File: src/rtl/ifu_pkg.sv
// ifu_pkg: shared definitions for the instruction fetch unit.
//   - default widths, reset PC and FIFO depth
//   - NOP encoding shown to decode when the fetch buffer is empty
//   - fetch FSM state encoding
//   - helper that flags a fetch target that is not word aligned
package ifu_pkg;

    localparam int          IFU_XLEN       = 64;
    localparam int          IFU_INST_LEN   = 32;
    localparam logic [63:0] IFU_RESET_PC   = 64'h8000_0000;
    localparam int          IFU_FIFO_DEPTH = 2;
    localparam logic [31:0] IFU_NOP        = 32'h0000_0013;   // addi x0, x0, 0

    typedef enum logic [1:0] {
        ST_IDLE = 2'd0,   // one cycle after reset only
        ST_REQ  = 2'd1,   // presenting (or waiting to present) a request
        ST_WAIT = 2'd2    // one request outstanding, waiting for its response
    } ifu_state_e;

    function automatic logic addr_misaligned(input logic [1:0] lsbs);
        return (lsbs != 2'b00);
    endfunction

endpackage

File: src/rtl/ifu_fifo.sv
// ifu_fifo: small synchronous show-ahead FIFO holding fetched {pc, instr} pairs.
//   clk, rst_n   clock / asynchronous active-low reset
//   push/push_data   write one entry (ignored when full or flushing)
//   pop              remove the head entry (ignored when empty or flushing)
//   flush            discard all entries; wins over push and pop
//   head_data        current head entry (stale contents when empty)
//   full, empty, count   occupancy, count is clog2(DEPTH)+1 bits wide
// DEPTH must be a power of two >= 2 so the pointers wrap naturally.
module ifu_fifo
    import ifu_pkg::*;
#(
    parameter int DEPTH = 2,
    parameter int WIDTH = 96
) (
    input  logic                     clk,
    input  logic                     rst_n,
    input  logic                     push,
    input  logic [WIDTH-1:0]         push_data,
    input  logic                     pop,
    input  logic                     flush,
    output logic [WIDTH-1:0]         head_data,
    output logic                     full,
    output logic                     empty,
    output logic [$clog2(DEPTH):0]   count
);

    localparam int PW = $clog2(DEPTH);

    logic [PW-1:0]    wr_ptr_q, wr_ptr_d;
    logic [PW-1:0]    rd_ptr_q, rd_ptr_d;
    logic [PW:0]      count_q, count_d;
    logic [WIDTH-1:0] entries [DEPTH];
    logic             do_push;
    logic             do_pop;

    assign full    = (count_q == (PW+1)'(DEPTH));
    assign empty   = (count_q == '0);
    assign count   = count_q;
    assign do_push = push && !full && !flush;
    assign do_pop  = pop && !empty && !flush;

    assign head_data = entries[rd_ptr_q];

    // One register per entry; only the slot under the write pointer loads.
    for (genvar gi = 0; gi < DEPTH; gi++) begin : g_entry
        logic [WIDTH-1:0] entry_q, entry_d;

        always_comb begin
            entry_d = entry_q;
            if (do_push && (wr_ptr_q == PW'(gi))) begin
                entry_d = push_data;
            end
        end

        always_ff @(posedge clk or negedge rst_n) begin
            if (!rst_n) begin
                entry_q <= '0;
            end else begin
                entry_q <= entry_d;
            end
        end

        assign entries[gi] = entry_q;
    end

    always_comb begin
        wr_ptr_d = wr_ptr_q;
        rd_ptr_d = rd_ptr_q;
        count_d  = count_q;
        if (flush) begin
            wr_ptr_d = '0;
            rd_ptr_d = '0;
            count_d  = '0;
        end else begin
            if (do_push) begin
                wr_ptr_d = wr_ptr_q + 1'b1;
            end
            if (do_pop) begin
                rd_ptr_d = rd_ptr_q + 1'b1;
            end
            // Simultaneous push and pop leaves the occupancy unchanged.
            case ({do_push, do_pop})
                2'b10:   count_d = count_q + 1'b1;
                2'b01:   count_d = count_q - 1'b1;
                default: count_d = count_q;
            endcase
        end
    end

    always_ff @(posedge clk or negedge rst_n) begin
        if (!rst_n) begin
            wr_ptr_q <= '0;
            rd_ptr_q <= '0;
            count_q  <= '0;
        end else begin
            wr_ptr_q <= wr_ptr_d;
            rd_ptr_q <= rd_ptr_d;
            count_q  <= count_d;
        end
    end

endmodule

File: src/rtl/ifu_fetch.sv
// ifu_fetch: instruction fetch unit, producer side of the decode interface.
//   clk, rst_n                       clock / asynchronous active-low reset
//   redirect_i, redirect_pc_i        taken branch/jump from execute: flush, refetch
//   imem_req_valid_o/ready_i/addr_o  word fetch request channel (valid/ready)
//   imem_rsp_valid_i/data_i          one in-order response per accepted request
//   instr_valid_o/ready_i            decode handshake
//   instr_o, pc_o                    head of the fetch buffer (NOP / 0 when empty)
//   misalign_o                       only with IFU_MISALIGN_CHK_EN defined
// Build option IFU_MISALIGN_CHK_EN: when defined, a redirect to a non word
// aligned target raises misalign_o and stalls fetching until a redirect to an
// aligned target; when undefined the low two target bits are ignored.
module ifu_fetch
    import ifu_pkg::*;
#(
    parameter int               XLEN       = IFU_XLEN,
    parameter int               INST_LEN   = IFU_INST_LEN,
    parameter logic [XLEN-1:0]  RESET_PC   = XLEN'(IFU_RESET_PC),
    parameter int               FIFO_DEPTH = IFU_FIFO_DEPTH
) (
    input  logic                clk,
    input  logic                rst_n,
    input  logic                redirect_i,
    input  logic [XLEN-1:0]     redirect_pc_i,
    output logic                imem_req_valid_o,
    input  logic                imem_req_ready_i,
    output logic [XLEN-1:0]     imem_addr_o,
    input  logic                imem_rsp_valid_i,
    input  logic [INST_LEN-1:0] imem_rsp_data_i,
    output logic                instr_valid_o,
    input  logic                instr_ready_i,
    output logic [INST_LEN-1:0] instr_o,
    output logic [XLEN-1:0]     pc_o
`ifdef IFU_MISALIGN_CHK_EN
    ,
    output logic                misalign_o
`endif
);

    localparam int CW = $clog2(FIFO_DEPTH) + 1;
    localparam int EW = XLEN + INST_LEN;

    ifu_state_e        state_q, state_d;
    logic [XLEN-1:0]   fetch_pc_q, fetch_pc_d;
    logic [XLEN-1:0]   req_pc_q, req_pc_d;
    logic              drop_q, drop_d;
    logic [XLEN-1:0]   redirect_target;
    logic              fetch_stall;
    logic              outstanding;
    logic              has_room;
    logic              req_valid;
    logic              fifo_push;
    logic              fifo_pop;
    logic [EW-1:0]     fifo_head;
    logic              fifo_full;
    logic              fifo_empty;
    logic [CW-1:0]     fifo_count;
    logic              unused_sig;

    // ------------------------------------------------------------------
    // Optional misalignment check
    // ------------------------------------------------------------------
`ifdef IFU_MISALIGN_CHK_EN
    logic misalign_q, misalign_d;

    assign redirect_target = redirect_pc_i;
    assign fetch_stall     = misalign_q;
    assign misalign_o      = misalign_q;

    always_comb begin
        misalign_d = misalign_q;
        if (redirect_i) begin
            misalign_d = addr_misaligned(redirect_pc_i[1:0]);
        end
    end

    always_ff @(posedge clk or negedge rst_n) begin
        if (!rst_n) begin
            misalign_q <= 1'b0;
        end else begin
            misalign_q <= misalign_d;
        end
    end
`else
    assign redirect_target = {redirect_pc_i[XLEN-1:2], 2'b00};
    assign fetch_stall     = 1'b0;
`endif

    assign unused_sig = ^{redirect_pc_i[1:0], fifo_full};

    // ------------------------------------------------------------------
    // Fetch FSM
    // ------------------------------------------------------------------
    // Only one request may be in flight, and it only exists while waiting.
    assign outstanding = (state_q == ST_WAIT);
    // Reserve a buffer slot for every request so a response can always land.
    assign has_room = ({1'b0, fifo_count} + {{CW{1'b0}}, outstanding})
                      < (CW+1)'(FIFO_DEPTH);

    always_comb begin
        state_d    = state_q;
        fetch_pc_d = fetch_pc_q;
        req_pc_d   = req_pc_q;
        drop_d     = drop_q;
        req_valid  = 1'b0;
        fifo_push  = 1'b0;

        unique case (state_q)
            ST_IDLE: begin
                state_d = ST_REQ;
            end
            ST_REQ: begin
                req_valid = !redirect_i && !fetch_stall && has_room;
                if (req_valid && imem_req_ready_i) begin
                    req_pc_d   = fetch_pc_q;
                    fetch_pc_d = fetch_pc_q + XLEN'(4);
                    state_d    = ST_WAIT;
                end
            end
            ST_WAIT: begin
                if (imem_rsp_valid_i) begin
                    // A response that coincides with a redirect is wrong-path
                    // and simply vanishes; a pending drop is consumed here.
                    fifo_push = !drop_q && !redirect_i;
                    drop_d    = 1'b0;
                    state_d   = ST_REQ;
                end else if (redirect_i) begin
                    drop_d = 1'b1;
                end
            end
            default: begin
                state_d = ST_IDLE;
            end
        endcase

        if (redirect_i) begin
            fetch_pc_d = redirect_target;
        end
    end

    always_ff @(posedge clk or negedge rst_n) begin
        if (!rst_n) begin
            state_q    <= ST_IDLE;
            fetch_pc_q <= RESET_PC;
            req_pc_q   <= '0;
            drop_q     <= 1'b0;
        end else begin
            state_q    <= state_d;
            fetch_pc_q <= fetch_pc_d;
            req_pc_q   <= req_pc_d;
            drop_q     <= drop_d;
        end
    end

    // fetch_pc only moves on a handshake or a redirect (which lowers valid),
    // so the address is stable while a request is stalled.
    assign imem_req_valid_o = req_valid;
    assign imem_addr_o      = fetch_pc_q;

    // ------------------------------------------------------------------
    // Fetch buffer and decode side
    // ------------------------------------------------------------------
    assign instr_valid_o = !fifo_empty && !redirect_i;
    assign fifo_pop      = instr_valid_o && instr_ready_i;

    ifu_fifo #(
        .DEPTH (FIFO_DEPTH),
        .WIDTH (EW)
    ) u_fifo (
        .clk       (clk),
        .rst_n     (rst_n),
        .push      (fifo_push),
        .push_data ({req_pc_q, imem_rsp_data_i}),
        .pop       (fifo_pop),
        .flush     (redirect_i),
        .head_data (fifo_head),
        .full      (fifo_full),
        .empty     (fifo_empty),
        .count     (fifo_count)
    );

    assign instr_o = fifo_empty ? INST_LEN'(IFU_NOP) : fifo_head[INST_LEN-1:0];
    assign pc_o    = fifo_empty ? '0 : fifo_head[EW-1:INST_LEN];

endmodule

File: config.mk
export PLATFORM = sky130hd
export DESIGN_NAME = ifu_fetch
export DESIGN_NICKNAME = d
export VERILOG_FILES = /design/src/rtl/ifu_pkg.sv /design/src/rtl/ifu_fifo.sv /design/src/rtl/ifu_fetch.sv
export SDC_FILE = /design/constraint.sdc
export NUM_CORES = 1
export LEC_CHECK = 0
export CAP_MARGIN = 20
export CORE_ASPECT_RATIO = 0.8
export CORE_UTILIZATION = 54
export CTS_CLUSTER_DIAMETER = 40
export DETAILED_ROUTE_END_ITERATION = 6
export PLACE_DENSITY = 0.84
export SKIP_LAST_GASP = 1
export SLEW_MARGIN = 20
export SYNTH_ARGS = -nofsm -noshare
export SYNTH_HDL_FRONTEND = slang
export SYNTH_SLANG_ARGS = --single-unit
export TNS_END_PERCENT = 30
File: constraint.sdc
create_clock -name clk -period 4.7 [get_ports clk]
set_input_delay 1.41 -clock clk [delete_from_list [all_inputs] [get_ports clk]]
set_output_delay 1.41 -clock clk [all_outputs]
set_load 0.01 [all_outputs]
==> impl_metrics.toml <==
[clocking]
clkSlewWorstSetupHoldPaths_ns = 0.06
root_buffer = "clkbuf_16"
cts.sinks = 319
cts_resized = 0
clockBufferDepth = 3
htreeDepth = 2
insertion_delay_ns = 0.53
cts_setup_buffers = 0
ctsHoldBuffers = 0
cts_tree = "yes"
numCtsBuffers = 40

[pwr]
leakage_nw = 8.66
powerDensity_nw_per_um2 = 424
peakVddDrop_v = 0.000331

[logic_synthesis]
ys_warn_count = 0
yosys-top-cells-area = "dfrtp_1, mux2_2, mux2i_1, nand2_1, mux2_1"
syn_inst = 1385
yosysSeqAreaShare_pct = 52.2
yosysMostFrequentCell = "dfrtp_1"
synth_top_cell_area_share_pct = 52.0
synth.distinct_cells = 63
synth_commonest_cells = "dfrtp_1, nand2_1, nor2_1"
synth_ff_type = "dfrtp_1"
ys_ff_latch = 319
avgSynthCellArea_um2 = 11.0
syn_area_um2 = 15300
synth_top_area_cell = "dfrtp_1"
async_flop_share_pct = 100
synth_edf_count = 0

[critical_path]
worstPathCellList = "buf_12, mux2i_1, nor2_1, clkdlybuf4s50_1"
crit_path_start_kind = "flop"
startpoint = "u_fifo.rd_ptr_q"
slowest_stage = "dfrtp_4"
critPathKind = "reg2out"
critical-path-max-stage-delay_ns = 0.84
crit_path_end_kind = "primary output"
cp.arrival_ns = 2.64
required_ns = 3.29
rr_worst_depth = 6
crit_fanout = 33
reg2reg_from = "imem_addr_o[2]"

[grt]
grt_pass1_vias = 11929
grt.total_usage_pct = 29.1
antenna_found_initial = 1
grt_max_degree = 118
grt_pass1_wl_mm = 66.5
gr-total-overflow = 0

[sta]
drv_slew = 0
period_minus_slack_ns = 4.05
finClkSkew_ns = 0.0203
setup_tns_ns = 0
worstMarginPinSlew_ns = 1.14
finalSetupViolCount = 0
fin_crit_sh_pct = 86.1
slew_headroom_pct = 23.6
rsz0062_at_grt = "no"
fmax_ghz = 0.247
finalHoldViolCount = 0

[place]
gp_congestion = 0.929
placed_cell_area_um2 = 18100
place_hpwl_mm = 28.2
io_buffers = 257

[die]
core-area_um2 = 27600
dieArea_um2 = 29000
ios = 264
initial_core_util_pct = 55.5
row_count = 54
die_w_um = 190
die_height_um = 153

[drt]
vias_per_cell = 5.95
drcViolationCount = 0
via_count = 11944
wire_per_inst_um = 21.0
ant_nets = 0
drtIter0Drc = 1050
drt_wl_total_mm = 42.2
first_pass_iters = 6

[finish]
fillers = 1964
area_growth_pct = 27.3
finalNetCount = 1718
stdcell_area_um2 = 19500
drive_above_1_share_pct = 15.2

[worst_hold_path]
min_path_type = "reg2reg"
holdPathStages = 1
min_from = "u_fifo.g_entry[0].entry_q[47]"

[flow_run]
drv_cap = 0

[outcome]
status = "completed"
metrics by stage:
step                      worst slack (ns)  total power [mW]  hold slack, ns  utilization, %  cells
final                                0.655              8.26           0.483            70.7   2008
after global routing                 0.539              8.62           0.495            70.7   2008
after CTS                            0.627              8.30           0.486            70.7   2007
after detailed placement             0.758              5.06           0.474            65.6   1937
after global placement               0.796              4.96           0.464            65.6   1937
after floorplan                       1.04              4.43           0.449               -   1388
sequential cells by signal (all words and copies together), names as in the netlist:
name,flops
req_pc_q,62
u_fifo.wr_ptr_q,1
drop_q,1
imem_addr_o,62
u_fifo.rd_ptr_q,1
u_fifo.count,2
u_fifo.g_entry.entry_q,188
state_q,2
worst paths after layout:
check,end,slack (ns)
setup / recovery,pc_o[54],0.65
hold / removal,u_fifo.g_entry[0].entry_q[47],0.48
setup reg to reg,imem_addr_o[56],1.75
hold reg to reg,u_fifo.g_entry[0].entry_q[47],0.48
max in group asynchronous,u_fifo.g_entry[0].entry_q[52],2.73
min in group asynchronous,req_pc_q[59],0.98
per-layer routing:
layer  global-route usage [%]  wire (µm)  vias to the layer above
met5                        0          0                        -
met4                     8.08       1060                        0
met3                     6.66       3690                       86
met2                     45.1      19400                      574
met1                     41.1      18000                     5935
li1                         -          -                     5349
layout make-up:
class                   instances  area (µm²)  share of cell area, %
diodes                          1        2.50                 0.0128
flip-flops and latches        319        7990                   41.0
multi-input cells             955        6750                   34.6
clock buffers                  50        1110                   5.69
repair buffers                281        2820                   14.4
clock inverters                20         300                   1.54
well taps                     364         455                   2.34
inverters                      18        67.6                  0.347
cells in the final DEF (no fill, tap or decap), types with 4 or more instances in the layout:
| cell type | Yosys | layout |
|---|---|---|
| dfrtp_1 | 318 | 317 |
| clkdlybuf4s50_1 | 0 | 255 |
| nand2_1 | 213 | 213 |
| nor2_1 | 129 | 127 |
| mux2_2 | 126 | 126 |
| mux2i_1 | 110 | 110 |
| mux2_1 | 64 | 64 |
| nand3_1 | 46 | 46 |
| clkbuf_16 | 0 | 40 |
| nand4_1 | 37 | 37 |
| o21ai_0 | 34 | 34 |
| buf_4 | 11 | 19 |
| inv_1 | 18 | 18 |
| o211ai_1 | 14 | 14 |
| nor4_1 | 13 | 13 |
| or3_1 | 13 | 13 |
| o311ai_0 | 12 | 12 |
| a221o_1 | 11 | 11 |
| nor3_1 | 10 | 10 |
| a21oi_1 | 9 | 9 |
| a21o_1 | 8 | 8 |
| a22oi_1 | 8 | 8 |
| a31oi_1 | 8 | 8 |
| xor2_1 | 7 | 7 |
| and2_1 | 7 | 7 |
| clkbuf_8 | 0 | 7 |
| bufinv_16 | 0 | 6 |
| nor2b_1 | 6 | 5 |
| nor4_4 | 5 | 5 |
| and3_1 | 5 | 5 |
| or2_2 | 5 | 5 |
| buf_12 | 0 | 5 |
| o311ai_1 | 4 | 4 |
| conb_1 | 1 | 4 |
| inv_6 | 0 | 4 |
power by group:
part	leakage, nW	internal [mW]	switching, mW
sequential	4.20	3.30	0.463
combinational	3.78	0.663	0.622
clock	0.685	2.02	1.19
total	8.66	5.98	2.28
logic make-up (layout without fill, tap and decap cells):
| logic type | Yosys count | in the layout | share of synthesized area, % |
|---|---|---|---|
| simple gates | 516 | 516 | 16.1 |
| flops | 319 | 319 | 52.2 |
| mux | 300 | 300 | 21.2 |
| compound gates | 125 | 125 | 5.91 |
| buf+inv | 114 | 369 | 4.00 |
| xor+xnor | 9 | 9 | 0.515 |
| fa+ha+maj | 1 | 1 | 0.0818 |
| other cells | 1 | 5 | 0.0245 |
worst max-delay path: cells and delay by family (launching register included):
kind          cells  cell delay [ns]
mux               1             0.34
buf+inv           2             0.84
simple gates      1             0.07
flops             1             0.84
Power figures use the tool's default switching activity.
